==> config.mk <==
export PLATFORM = sky130hd
export DESIGN_NAME = dec_scan_n
export DESIGN_NICKNAME = d
export VERILOG_FILES = /design/src/rtl/dec_scan_n.sv
export SDC_FILE = /design/constraint.sdc
export NUM_CORES = 1
export LEC_CHECK = 0
export CORE_ASPECT_RATIO = 0.8
export CORE_MARGIN = 2
export CORE_UTILIZATION = 30
export CTS_CLUSTER_DIAMETER = 40
export DETAILED_ROUTE_END_ITERATION = 10
export HOLD_SLACK_MARGIN = 0.15
export PLACE_DENSITY_LB_ADDON = 0.3
export SETUP_SLACK_MARGIN = 0.15
export SLEW_MARGIN = 40
export SYNTH_ARGS = -nofsm -noshare
export SYNTH_HDL_FRONTEND = slang
export SYNTH_SLANG_ARGS = --single-unit
==> constraint.sdc <==
create_clock -name clk -period 2.3 [get_ports clk]
set_input_delay 0.23 -clock clk [delete_from_list [all_inputs] [get_ports clk]]
set_output_delay 0.23 -clock clk [all_outputs]
set_load 0.01 [all_outputs]
==> src/rtl/dec_scan_n.sv <==
`default_nettype none
// ==== dec_scan_n : registered active-low N-to-2^N decoder with 74138 enables and auto-scan | rev 1.0 ====

module dec_scan_n #(
  parameter int SEL_W = 3,
  parameter int DWELL = 4,
  parameter int CNT_W = $clog2(DWELL + 1)
) (
  input  logic                    clk,
  input  logic                    rst,
  input  logic                    e1_bar,
  input  logic                    e2_bar,
  input  logic                    e3,
  input  logic                    mode,
  input  logic [SEL_W-1:0]        sel,
  input  logic [SEL_W-1:0]        last_idx,
  output logic [(1<<SEL_W)-1:0]   out,
  output logic [SEL_W-1:0]        idx,
  output logic                    active,
  output logic                    wrap
);

  localparam int OUTS = 1 << SEL_W;
  localparam logic [OUTS-1:0]  ONE      = {{(OUTS-1){1'b0}}, 1'b1};
  localparam logic [CNT_W-1:0] DWELL_M1 = CNT_W'(DWELL - 1);

  typedef enum logic [1:0] {OFF, DIRECT, SCAN} state_t;

  state_t            state;
  logic              en;
  logic              mode_q;
  logic [CNT_W-1:0]  cnt;
  logic [CNT_W-1:0]  cnt_d;
  logic [SEL_W-1:0]  idx_d;
  logic [OUTS-1:0]   out_d;
  logic              active_d;
  logic              wrap_d;

  always_ff @(posedge clk) begin
    if (rst) begin
      out    <= '1;
      idx    <= '0;
      active <= 1'b0;
      wrap   <= 1'b0;
      cnt    <= '0;
      mode_q <= 1'b0;
    end else begin
      out    <= out_d;
      idx    <= idx_d;
      active <= active_d;
      wrap   <= wrap_d;
      cnt    <= cnt_d;
      mode_q <= mode;
    end
  end

  always_comb begin
    en       = !e1_bar && !e2_bar && e3;
    state    = !en ? OFF : (mode ? SCAN : DIRECT);
    // OFF keeps idx and the dwell count so a paused scan resumes in place
    idx_d    = idx;
    cnt_d    = cnt;
    out_d    = '1;
    active_d = 1'b0;
    wrap_d   = 1'b0;
    case (state)
      DIRECT: begin
        idx_d    = sel;
        cnt_d    = '0;
        out_d    = ~(ONE << sel);
        active_d = 1'b1;
      end
      SCAN: begin
        active_d = 1'b1;
        if (!mode_q) begin
          idx_d = '0;
          cnt_d = '0;
        end else if (cnt == DWELL_M1) begin
          cnt_d = '0;
          // >= also catches last_idx lowered below idx mid-sweep
          if (idx >= last_idx) begin
            idx_d  = '0;
            wrap_d = 1'b1;
          end else begin
            idx_d = idx + SEL_W'(1);
          end
        end else begin
          cnt_d = cnt + CNT_W'(1);
        end
        out_d = ~(ONE << idx_d);
      end
      default: ;
    endcase
  end

endmodule

`default_nettype wire
==> impl_metrics.ini <==
[pwr]
internal-power_w = 0.0004679
p_sw_w = 0.0001539
power_density_nw_per_um2 = 438.6
p_leak_nw = 0.5005
clkPwrFrac_pct = 35.4
peakVddDrop_v = 0.0002515
sw_frac_of_total_pct = 24.75
p_total_w = 0.0006218
pwr-share-comb_pct = 15.8
power_frac_seq_pct = 48.8

[clock_network]
clock-sinks = 17
cts_root_buffer = clkbuf_8
postCtsSetupBuffers = 0
clkLatencyLatePin_ns = 0.25
holdBufCountCts = 0
ctsResizeCount = 0
cts_tree = built
max-clock-path-buffers = 2
cts.clk_slew.worst_paths_ns = 0.06
cts_buffers = 3
htree_levels = 1

[cells_and_area]
final_cell_mix = 24 x clkdlybuf4s50_1, 17 x dfxtp_1, 12 x nand2_1, 6 x nor2b_1, 6 x o211ai_1
layout_commonest_cell = clkdlybuf4s50_1
nets = 168
n_antenna_cell = 0
n_fill_cell = 350
instances_no_fill = 192
syn2layout_area_growth_pct = 33.14
final_layout_size_suffix_gt1_share_pct = 9.333

[sta]
setup_viol = 0
rsz0062_at_grt = no
tightest_slew_ns = 0.5166
max_freq_ghz = 0.5318
fin_hold_ws_ns = 0.5141
slew_violations = 0
skew_ns = 0.004010
hold_viol = 0
period_share_pct = 81.76
setup_ws_ns = 0.4194
tns_ns = 0
slew_headroom_pct = 65.45
min_period_ns = 1.881

[critical_path]
critPathSlowestCell = clkdlybuf4s50_1
cp_max_fo = 4
required_ns = 2.41
crit_type = input port to register
cpPeakStageDelay_ns = 0.45
path_cells = clkdlybuf4s50_1, inv_1, ha_1, and2_1, a2111oi_2, o2111a_1, o211ai_1
worstPathArrival_ns = 1.99
cp-end-kind = register
start_kind = input port

[hold_path]
hp-class = register to register

[flow_run]
cap_violations = 0

[placed_design]
port-buffer-count = 24
post-dp-hpwl_mm = 2.192
finalWeightedCongestion = 0.8484
dp_cells = 188
preCtsSetupSlack_ns = 0.1575

[global_route]
grt_start_max_net_pins = 13
track_usage_pct = 15.38
antenna_found_initial = 0
grt_pass1_wl_mm = 4.899
grt-ovfl-total = 0
grt_pass1_vias = 1044

[route]
viasPerCell = 5.589
drt_pass1_iterations = 4
routed_wl_mm = 2.836
num_vias = 1073
avgRoutedWirePerCell_um = 14.77
drcViolationCount = 0
drt_iter0_markers = 26
ant_nets = 0

[die]
row_count = 19
io-pin-count = 25
fp.dieW_um = 70.61
die-area_um2 = 4045
start_util_pct = 31.10
core_um2 = 3423
die_h_um = 57.29

[yosys]
async_flop_share_pct = 0
synth-adder-area-share_pct = 5.875
synth-seq-cells = 17
synthMuxAreaShare_pct = 0.9401
yosys_warnings = 0
yosysSeqAreaShare_pct = 31.96
avgSynthCellArea_um2 = 8.800
synth_cell_types = 42
synthSimpleGateAreaFrac_pct = 31.26
syn_nets = 138
synth_top_family_by_area = simple AND/OR/NAND/NOR gates
synth_compound_area_share_pct = 26.44
synth_edf_count = 0
ys_top_cells_by_area = dfxtp_1 32%, ha_1 5.9%, nand2_1 4.2%, o211ai_1 4.2%, nor2b_1 3.5%
syn_inst = 121
syn_area_um2 = 1065
synthXorXnorAreaFrac_pct = 0
synth_area_leader_cell = dfxtp_1
synth_flop_cell = dfxtp_1
synth_top_cell_area_share_pct = 31.96

[run_status]
outcome = complete, no violations
==> worst max-delay path, delay by kind of cell <==
kind	cells	cell delay, ns
simple gates	1	0.21
compound gates	3	0.74
buf+inv	2	0.49
fa+ha+maj	1	0.33
==> routing by layer <==
| metal | track usage, % | part of all wire (%) | up-vias |
|---|---|---|---|
| met5 | 0 | 0 | - |
| met4 | 5.660 | 1.5 | 0 |
| met3 | 4.417 | 5.4 | 6 |
| met2 | 23.45 | 45 | 36 |
| met1 | 20.92 | 48 | 511 |
| li1 | - | - | 520 |
==> flip-flops by register name, summed over array words and instances (netlist names) <==
register  flops
out           8
cnt           3
mode_q        1
idx           3
active        1
wrap          1
==> layout make-up <==
type | count | area, um2 | area share (%)
Sequential cell | 17 | 340.3 | 24.01
Inverter | 4 | 15.01 | 1.059
Tap cell | 42 | 52.55 | 3.707
Clock buffer | 4 | 45.04 | 3.177
Timing Repair Buffer | 29 | 277.8 | 19.59
Multi-Input combinational cell | 96 | 686.9 | 48.46
==> through the flow <==
stage / util, % / cell area, um2
after CTS: 41.41 / 1418
after floorplan: - / 1065
after global routing: 41.41 / 1418
after detailed placement: 40.10 / 1373
after global placement: 40.10 / 1373
final: 41.41 / 1418
==> power groups by stage <==
stage	combinational, W	sequential, W	clock, W
after floorplan	0.0000472	0.000313	0
after global placement	0.0000943	0.000310	0
after detailed placement	0.0000969	0.000310	0
after CTS	0.0000976	0.000304	0.000229
after global routing	0.000107	0.000304	0.000243
final	0.0000983	0.000304	0.000220
==> worst paths after layout <==
kind                                  start     end  slack [ns]  cells after the start
worst min-delay path                 cnt[1]  cnt[1]        0.51                      2
worst max-delay path            last_idx[2]  out[1]        0.42                      7
worst max register to register       idx[1]  out[1]        0.43                      5
worst min register to register       cnt[1]  cnt[1]        0.51                      2
==> synth_stat cells (3+ instances only) <==
cell type   n
o21ai_0     3
nor3_1      3
a21o_1      3
and2_1      3
nand2_1    12
dfxtp_1    17
a21oi_1     5
nand3_1     5
o211ai_1    6
nor2b_1     6
a211oi_1    3
nand2b_1    5
inv_1       4
nor2_1      4
and4b_1     3
ha_1        5
==> cells by family (layout without fill, tap and decap cells) <==
kind of cell | count (synthesis) | count (layout)
buffers and inverters | 8 | 37
muxes | 1 | 1
and+or+nand+nor | 54 | 54
adders and majority gates | 5 | 5
DFF | 17 | 17
AOI/OAI and AO/OA | 36 | 36
(Power assumes the default switching activity.)
